--- src/rtl/accel_match_engine.sv ---
// rtl/accel_match_engine.sv - word-search accelerator: scans a memory range over OBI for a key
module accel_match_engine #(
    parameter int LEN_W = 16
) (
    input  logic             clk_i,
    input  logic             rst_ni,
    input  logic             start_i,
    input  logic [31:0]      base_addr_i,
    input  logic [LEN_W-1:0] len_i,
    input  logic [31:0]      key_i,
    output logic             req_o,
    output logic [31:0]      addr_o,
    output logic             we_o,
    output logic [3:0]       be_o,
    output logic [31:0]      wdata_o,
    input  logic             gnt_i,
    input  logic             rvalid_i,
    input  logic [31:0]      rdata_i,
    input  logic             err_i,
    output logic             done_o,
    output logic             match_o,
    output logic             err_o
);

    // S_LOAD spends one cycle after the start edge so requests and the
    // zero-length done both appear from latched operands, not live inputs.
    typedef enum logic [2:0] {
        S_IDLE,
        S_LOAD,
        S_REQ,
        S_WAIT,
        S_DONE
    } state_e;

    state_e           state_q, state_d;
    logic             start_q, start_d;
    logic [31:0]      base_q, base_d;
    logic [LEN_W-1:0] len_q, len_d;
    logic [31:0]      key_q, key_d;
    logic [LEN_W-1:0] idx_q, idx_d;
    logic             req_q, req_d;
    logic [31:0]      addr_q, addr_d;
    logic             done_q, done_d;
    logic             match_q, match_d;
    logic             err_q, err_d;
    logic             start_edge;
    logic [LEN_W-1:0] idx_inc;

    assign start_edge = start_i & ~start_q;
    assign idx_inc    = idx_q + LEN_W'(1);

    always_comb begin
        state_d = state_q;
        start_d = start_i;
        base_d  = base_q;
        len_d   = len_q;
        key_d   = key_q;
        idx_d   = idx_q;
        req_d   = req_q;
        addr_d  = addr_q;
        done_d  = done_q;
        match_d = match_q;
        err_d   = err_q;

        case (state_q)
            S_IDLE, S_DONE: begin
                if (start_edge) begin
                    base_d  = {base_addr_i[31:2], 2'b00};
                    len_d   = len_i;
                    key_d   = key_i;
                    idx_d   = '0;
                    done_d  = 1'b0;
                    match_d = 1'b0;
                    err_d   = 1'b0;
                    state_d = S_LOAD;
                end
            end
            S_LOAD: begin
                if (len_q == '0) begin
                    done_d  = 1'b1;
                    state_d = S_DONE;
                end else begin
                    req_d   = 1'b1;
                    addr_d  = base_q;
                    state_d = S_REQ;
                end
            end
            S_REQ: begin
                if (gnt_i) begin
                    req_d   = 1'b0;
                    state_d = S_WAIT;
                end
            end
            S_WAIT: begin
                if (rvalid_i) begin
                    if (err_i) begin
                        done_d  = 1'b1;
                        err_d   = 1'b1;
                        match_d = 1'b0;
                        state_d = S_DONE;
                    end else if (rdata_i == key_q) begin
                        done_d  = 1'b1;
                        match_d = 1'b1;
                        state_d = S_DONE;
                    end else if (idx_q == len_q - LEN_W'(1)) begin
                        done_d  = 1'b1;
                        state_d = S_DONE;
                    end else begin
                        // Address arithmetic wraps modulo 2^32 by construction.
                        idx_d   = idx_inc;
                        addr_d  = base_q + (32'(idx_inc) << 2);
                        req_d   = 1'b1;
                        state_d = S_REQ;
                    end
                end
            end
            default: state_d = S_IDLE;
        endcase
    end

    always_ff @(posedge clk_i) begin
        if (!rst_ni) begin
            state_q <= S_IDLE;
            start_q <= 1'b0;
            base_q  <= '0;
            len_q   <= '0;
            key_q   <= '0;
            idx_q   <= '0;
            req_q   <= 1'b0;
            addr_q  <= '0;
            done_q  <= 1'b0;
            match_q <= 1'b0;
            err_q   <= 1'b0;
        end else begin
            state_q <= state_d;
            start_q <= start_d;
            base_q  <= base_d;
            len_q   <= len_d;
            key_q   <= key_d;
            idx_q   <= idx_d;
            req_q   <= req_d;
            addr_q  <= addr_d;
            done_q  <= done_d;
            match_q <= match_d;
            err_q   <= err_d;
        end
    end

    assign req_o   = req_q;
    assign addr_o  = addr_q;
    assign we_o    = 1'b0;
    assign be_o    = 4'hF;
    assign wdata_o = '0;
    assign done_o  = done_q;
    assign match_o = match_q;
    assign err_o   = err_q;

endmodule

--- config.mk ---
export PLATFORM = sky130hd
export DESIGN_NAME = accel_match_engine
export DESIGN_NICKNAME = d
export VERILOG_FILES = /design/src/rtl/accel_match_engine.sv
export SDC_FILE = /design/constraint.sdc
export NUM_CORES = 1
export LEC_CHECK = 0
export CORE_MARGIN = 2
export CORE_UTILIZATION = 40
export DETAILED_ROUTE_END_ITERATION = 16
export PLACE_DENSITY = 0.71
export SYNTH_ARGS = -nofsm -noshare
export SYNTH_HDL_FRONTEND = slang
export SYNTH_SLANG_ARGS = --single-unit
--- constraint.sdc ---
create_clock -name clk_i -period 3.3 [get_ports clk_i]
set_input_delay 0.66 -clock clk_i [delete_from_list [all_inputs] [get_ports clk_i]]
set_output_delay 0.66 -clock clk_i [all_outputs]
set_load 0.005 [all_outputs]
* Word-level counts from Yosys, hierarchy flattened *
Index checks and enable logic that the tools add are counted.

cells by class
  add/subtract/negate cells = 3
  equal/unequal tests = 17
  multiplexer cells = 41
  bitwise logic cells = 2
  reductions and logical operators = 15

operator list
  kind                     count
  $mux W32                 5
  $mux W16                 5
  $pmux W32 S2             1
  $add A32 B18 Y32         1
  $eq A32 B32 Y1           1
  $pmux W16 S2             1
  $mux W3                  7
  $ne A2 B2 Y1 const B     9
  $mux W1                  17
  $add A16 B1 Y16 const B  1
  $eq A16 B16 Y1           1
  $logic_not A16 Y1        1
  $sub A16 B1 Y16 const B  1
  $pmux W3 S4              1
  $reduce_and A6 Y1        2
  $reduce_and A4 Y1        2
  $reduce_and A7 Y1        1
  $eq A3 B2 Y1 const B     2
  $pmux W1 S3              2
  $reduce_bool A3 Y1       2
  $reduce_and A5 Y1        1
  $ne A4 B4 Y1 const B     1
  $pmux W1 S2              2
  $reduce_bool A2 Y1       2
  other kinds (9)          9

storage, ports and cells
  bits in registers = 134
  input bits = 118
  logic and storage cells = 89

* Depth between registers and ports, before layout *
  depth after elaboration = 7
  gate-level depth with buffers = 15

* Worst setup path before layout *
Ideal clock, no wire load.

  kind = register -> register
  start = register idx_q[2]
  end = register addr_q[28], in the netlist addr_o[28]
  library setup time = 0.122 ns
  data arrival time = 3.280 ns
  data required time = 3.178 ns
  slack = -0.101 ns
  cell stages (with the launch flop) = 16
  path buffers = 2
  clock period less this slack = 3.401 ns
  cell sequence = dfxtp_1 > clkbuf_1 > and3_1 > nand3_1 > nor2_1 > nor2b_1 > or2_2 > ha_1 > nand2_1 > a2111oi_0 > a21oi_1 > a211o_1 > clkbuf_1 > o31a_1 > o21ai_0 > mux2i_1

between the ends
  cells in the longest elaborated chain, start to end = 7
  elaborated cells between the ends (all ways) = 10
  classes of those cells = 2 x add/sub; 2 x eq/ne; 5 x mux; 1 x reduce/logical

ends and longest elaborated chain
  item                      line  RTL
  start: declaration        40    logic [LEN_W-1:0] idx_q, idx_d;
  start signal: assignment  140   idx_q <= idx_d;
  $add A16 B1 Y16           50    assign idx_inc = idx_q + LEN_W'(1);
  $add A32 B18 Y32          111   addr_d = base_q + (32'(idx_inc) << 2);
  $mux W32                  105   end else if (idx_q == len_q - LEN_W'(1)) begin
  $mux W32                  101   end else if (rdata_i == key_q) begin
  $mux W32                  96    if (err_i) begin
  $mux W32                  95    if (rvalid_i) begin
  $pmux W32 S2              65    case (state_q)
  end signal: assignment    142   addr_q <= addr_d;
  end: declaration          42    logic [31:0] addr_q, addr_d;

Several ways; a longest one is shown, not always the timed one. The select of a mux whose other input is x is not followed.
A chain may end at the register's enable or synchronous reset.

* Worst setup path in the final report *
  start = register idx_q[0]
  end = register addr_q[22], in the netlist addr_o[22]

The elaborated chain is that of the path after synthesis.

==> flow_summary.yaml <==
run_status:
  status: "complete, no violations"
min_path:
  hp-class: "register to register"
yosys:
  seq_area_frac_synth_pct: 34.8
  synthFlopType: "dfxtp_1"
  yosysMostFrequentCell: "nand2_1"
  synth_area_leaders: "dfxtp_1, nand2_1, xnor2_1"
  yosysWarnings: 0
  synth_common_cells: "nand2_1, dfxtp_1, a21oi_1"
  synth_area_leader_cell: "dfxtp_1"
  synth_cell_types: 67
  yosysTopAreaCellShare_pct: 34.8
  async_flop_share_pct: 0
  synthCells: 959
  synth_area_per_cell_um2: 7.93
  synth-seq-cells: 132
  mappedNetlistArea_um2: 7600
  synth_edf_count: 0
clock_tree:
  cts_hold_buf: 0
  cts_tree: "yes"
  cts_max_level: 4
  clock_sinks: 132
  cts_buffer_depth: 2
  cts_buffers: 17
  cts_root_buf: "clkbuf_16"
  clk_latency_ps: 420
  path_clk_slew_ps: 60
power:
  p_per_area_nw_per_um2: 427
  total_leakage_power_nw: 3.85
  ir_worst_vdd_v: 0.000362
timing:
  tns_ps: 0
  finalSetupViolations: 0
  hold_viol: 0
  max_slew_margin_pct: 38.1
  min_period_over_period_pct: 97.0
  max_freq_ghz: 0.312
  rsz0062_at_grt: "false"
  fin_worst_skew_ps: 7.90
  period_needed_ps: 3200
  slew_violations: 0
  tightest_slew_ps: 924
critical_path:
  r2r-end: "addr_o[22]"
  crit_fanout: 5
  critPathArrivalTime_ps: 3540
  worstPathRequired_ps: 3640
  worstSetupPathType: "register to register"
  reg2reg_setup_slack_ps: 100
  crit_end: "addr_o[22]"
  r2r-start: "idx_q[0]"
  cp-start-kind: "register"
  startpoint: "idx_q[0]"
  end_kind: "register"
  r2r_cells: 15
global_routing:
  grt_pass1_wl_mm: 33.9
  grt_pass1_vias: 6824
  grt_overflow: 0
  grt_max_degree: 76
  antenna_found_initial: 0
  grt_use_total_pct: 21.1
final_layout:
  instances_no_fill: 1365
  finalCoreUtilization_pct: 54.3
  fillers: 1765
  antenna_cells: 0
  finish.instance_area_um2: 10200
  area_growth_pct: 33.7
  fin_nets: 1260
  drive_above_1_share_pct: 12.6
placed_design:
  place.gp.congestion: 0.841
  place_inst: 1330
  dpl-instance-area_um2: 9400
  dp_hpwl_mm: 15.5
  place.port_buffers: 149
floorplanning:
  start_util_pct: 40.6
  core-area_um2: 18700
  die_h_um: 142
  rows: 50
  dieArea_um2: 20100
  boundaryPins: 191
  dieWidth_um: 142
route:
  vias: 7261
  wirelength_mm: 21.1
  ant_nets: 0
  wl_per_cell_um: 15.5
  via_per_inst: 5.32
  first_pass_iters: 4
  drt-initial-drc-count: 383
  drc: 0
flow_run:
  maxCapViolCount: 0
## metal layers
layer / vias up / part of all wire, % / global-route usage [%]
li1: 3629 / - / -
met1: 3398 / 44 / 26.7
met2: 212 / 47 / 34.6
met3: 22 / 7.4 / 6.75
met4: 0 / 1.6 / 6.00
met5: - / 0 / 0
## power breakdown
part	internal (W)	switching, W	total [W]
clock	0.000990	0.000667	0.00166
sequential	0.00170	0.000102	0.00180
combinational	0.000449	0.000435	0.000883
## cell usage in the layout (no fill, tap or decap), types with 5 or more instances in the layout
cell	instances
o21ai_0	13
dfxtp_1	128
a21o_1	6
clkinv_2	5
clkbuf_16	17
mux2i_1	16
o211ai_1	12
xor2_1	17
nor2_1	31
a21oi_2	5
inv_1	10
nand3_1	16
and3_1	8
or3_1	5
nor3_2	6
nor2b_1	9
nor3_1	11
buf_4	53
xnor2_1	62
ha_4	5
or2_2	5
nand2_1	208
ha_1	12
nor4_1	8
a211oi_1	32
a21oi_1	100
clkdlybuf4s50_1	149
conb_1	39
a32o_1	8
nand4_1	14
and2_1	6
a221oi_1	5
a211o_1	5
o2111ai_1	8
## layout make-up
cell class | count | area (um^2) | share of cell area [%]
sequential | 132 | 2650 | 26.0
inverter | 11 | 41.3 | 0.406
clock inverter | 6 | 33.8 | 0.332
multi-input combinational | 756 | 4730 | 46.5
timing repair buffer | 205 | 1950 | 19.2
clock buffer | 21 | 470 | 4.63
tap | 234 | 293 | 2.88
## flip-flops by register name, indices dropped and copies added, names as in the netlist, 3 cells and up
| signal | count |
|---|---|
| key_q | 32 |
| idx_q | 16 |
| len_q | 16 |
| addr_o | 30 |
| base_q | 30 |
| state_q | 3 |
## metrics by stage
stage	power, W	worst slack [ps]	hold WS [ps]
2_1_floorplan	0.00236	8.04	448
3_3_place_gp	0.00269	-30.8	445
3_5_place_dp	0.00270	-94.1	450
4_1_cts	0.00437	-16.9	458
5_1_grt	0.00456	2.49	475
6_report	0.00435	98.2	455
## worst min-delay path by stage
| stage | start | end | slack, ps | depth (start not counted) |
|---|---|---|---|---|
| 5_1_grt | addr_o[16] | addr_o[16] | 480 | 2 |
| 6_report | addr_o[9] | addr_o[9] | 450 | 2 |
| 3_3_place_gp | addr_o[13] | addr_o[13] | 440 | 2 |
| 3_5_place_dp | addr_o[9] | addr_o[9] | 450 | 2 |
| 2_1_floorplan | base_q[31] | base_q[31] | 450 | 2 |
| 4_1_cts | addr_o[9] | addr_o[9] | 460 | 2 |
## cell families after synthesis
logic type                 Yosys count  share of synthesized area [%]
muxes                               16                           2.11
other                                2                         0.0988
adders and majority gates           19                           3.23
buffers and inverters              109                           7.90
DFF                                132                           34.8
AOI/OAI and AO/OA                  238                           20.9
xor gates and xnor gates            81                           9.33
and+or+nand+nor                    362                           21.7
## timing repair
action	CTS	global route
gates cloned	1	0
setup endpoints to repair	13	20
pin swaps	3	17
buffers inserted	1	6
gates resized for setup	12	29
## worst max-delay path, stage by stage, from the launching register on
cell and delay, ps:
dfxtp_2 350, and3_4 180, and3_4 190, nand3_2 100
nor2_2 150, buf_4 130, nand3_2 90, xnor2_2 180
ha_1 320, nand2_2 90, a2111oi_4 290, a21oi_2 130
a211o_4 380, nor3_1 230, xnor2_1 100, a211oi_1 210
Power figures use the tool's default switching activity.
==> RTL edit (same settings) <==
Register the output `err_o` once more, cleared by the reset; this adds one clock of latency there. The other outputs are not delayed to match.
--- a/src/rtl/accel_match_engine.sv
+++ b/src/rtl/accel_match_engine.sv
@@ -153,7 +153,13 @@
     assign wdata_o = '0;
     assign done_o  = done_q;
     assign match_o = match_q;
-    assign err_o   = err_q;
+    always_ff @(posedge clk_i) begin
+        if (!rst_ni) begin
+            err_o <= '0;
+        end else begin
+            err_o <= err_q;
+        end
+    end
 
 endmodule
 
Formal check against the unedited RTL: not equivalent (a bounded check fails within 10 cycles, from zero or initial values and one cycle with rst_ni low).
==> RTL edit against the unedited design <==
Global-route usage shrank 0.75 points; first-iteration DRC count down 12%; sequential cell count is 1 higher; core utilization rose by 2.7 points; worst setup slack lost 0.060 ns; design area down 2.3%; routed wire length decreased by 9.5%; maximum frequency down 1.8%; power rose by 28%; non-clock buffer count up 5; synthesized area down 5.9%.
==> RTL edit: results (changes against the unedited design) <==
metric;value;unit;change
status;complete, no violations;;
R2R setup slack;0.04;ns;-0.06 ns
CP startpoint;idx_q[1];;
R2R Path End;addr_o[13];;
main area contributors after synthesis;dfxtp_1, nand2_1, xnor2_1;;
synth warn;0;;unchanged
first-pass GRT wire length;30300;um;-11%
register area share after synthesis;37.2;%;+2.4 points
reg2reg path depth;17;;+2
Final min period;3.26;ns;+0.0600 ns
ratio of cells with drive above 1 in the final layout;13.7;%;+1.1 points
leakage;0.00373;uW;-3.2%
via/cell ratio;5.03;;-5.4%
Hold Crit Depth;1;;-1
pin count of the biggest net entering global routing;71;;-6.6%
DR iter-0 viols;336;;-12%
Reg with most FFs;key_q;;
vias in the first global route;6419;;-5.9%
Fill cells;1586;;-10%
synth unique cells;53;;-21%
Post-DP HPWL;13700;um;-12%
CP Max Fanout;4;;-1
Mapped Cells;915;;-4.6%
layout net count;1230;;-2.4%
actual slew at the worst max-slew pin;0.709;ns;-0.215 ns
placed cell count;1287;;-3.2%
DRT Pass-1 Iters;4;;unchanged
Placer Congestion;0.878;;+4.4%
Tot GR Track Use;20.4;%;-0.75 points
pre-CTS setup slack;-0.160;ns;-0.0659 ns
CP arrival;3.59;ns;+0.05 ns
worst vdd ir;0.000388;V;+7.3%
Critical-path top delay cell;dfxtp_2;;
routed via count;6695;;-7.8%
Detailed Route WL;19100;um;-9.5%
Setup Skew;0.00937;ns;+0.00147 ns
worst stage delay on the critical path;0.36;ns;-0.02 ns
-- RTL edit: power by group --
| part | total, uW | switching, uW | internal [uW] |
|---|---|---|---|
| Combinational | 1700 | 854 | 843 |
| Sequential | 2050 | 193 | 1860 |
| Clock | 1800 | 685 | 1120 |
| Total | 5550 | 1730 | 3820 |
-- RTL edit: worst min path at each step --
stage                from     to  slack, ns
finish              err_q  err_o       0.45
global route        err_q  err_o       0.46
CTS                 err_q  err_o       0.46
detailed placement  err_q  err_o       0.44
global placement    err_q  err_o       0.44
floorplan           err_q  err_o       0.43
-- RTL edit: what timing repair did --
action / 4_1_cts / 5_1_grt
gates resized for setup: 16 / 40
endpoints found under the setup margin: 15 / 39
pin swaps: 4 / 17
setup buffers: 8 / 4
hold endpoints to repair: 0 / 0
gates cloned: 0 / 0
-- RTL edit: routing by layer --
| metal | vias to the layer above | global-route usage, % | wire length [um] |
|---|---|---|---|
| li1 | 3409 | - | - |
| met2 | 218 | 35.4 | 9380 |
| met1 | 3033 | 23.2 | 7850 |
| met5 | - | 0 | 0 |
| met3 | 35 | 7.06 | 1500 |
| met4 | 0 | 7.09 | 378 |
-- RTL edit: cell families after synthesis --
group                      share of synthesized area, %
and+or+nand+nor                                    23.5
AOI/OAI and AO/OA                                  17.5
DFF                                                37.2
buffers and inverters                              7.53
xor gates and xnor gates                           10.6
adders and majority gates                          3.43
other                                             0.105
muxes                                             0.140
-- RTL edit: critical path, delay by kind of cell (launching register included) --
kind / cells / cell delay [ns]
compound gates: 4 / 0.85
xor+xnor: 1 / 0.10
fa+ha+maj: 1 / 0.29
buf+inv: 7 / 0.90
flops: 1 / 0.36
simple gates: 4 / 0.68
-- RTL edit: cell type report --
| cell class | count | area (um2) | share of cell area, % |
|---|---|---|---|
| clock inverter | 10 | 108 | 1.08 |
| multi-input combinational | 721 | 4370 | 44.0 |
| clock buffer | 21 | 450 | 4.54 |
| tap | 225 | 282 | 2.84 |
| timing repair buffer | 210 | 2010 | 20.3 |
| sequential | 133 | 2670 | 26.9 |
| inverter | 10 | 37.5 | 0.378 |
-- RTL edit: per-stage QoR --
stage	hold slack (ns)	cell area (um2)	power (uW)	utilization [%]
finish	0.455	9930	5550	57.0
global route	0.463	9930	5880	57.0
CTS	0.457	9700	5580	55.7
detailed placement	0.442	8990	3760	51.6
global placement	0.439	8990	3730	51.6
floorplan	0.430	7300	3090	-
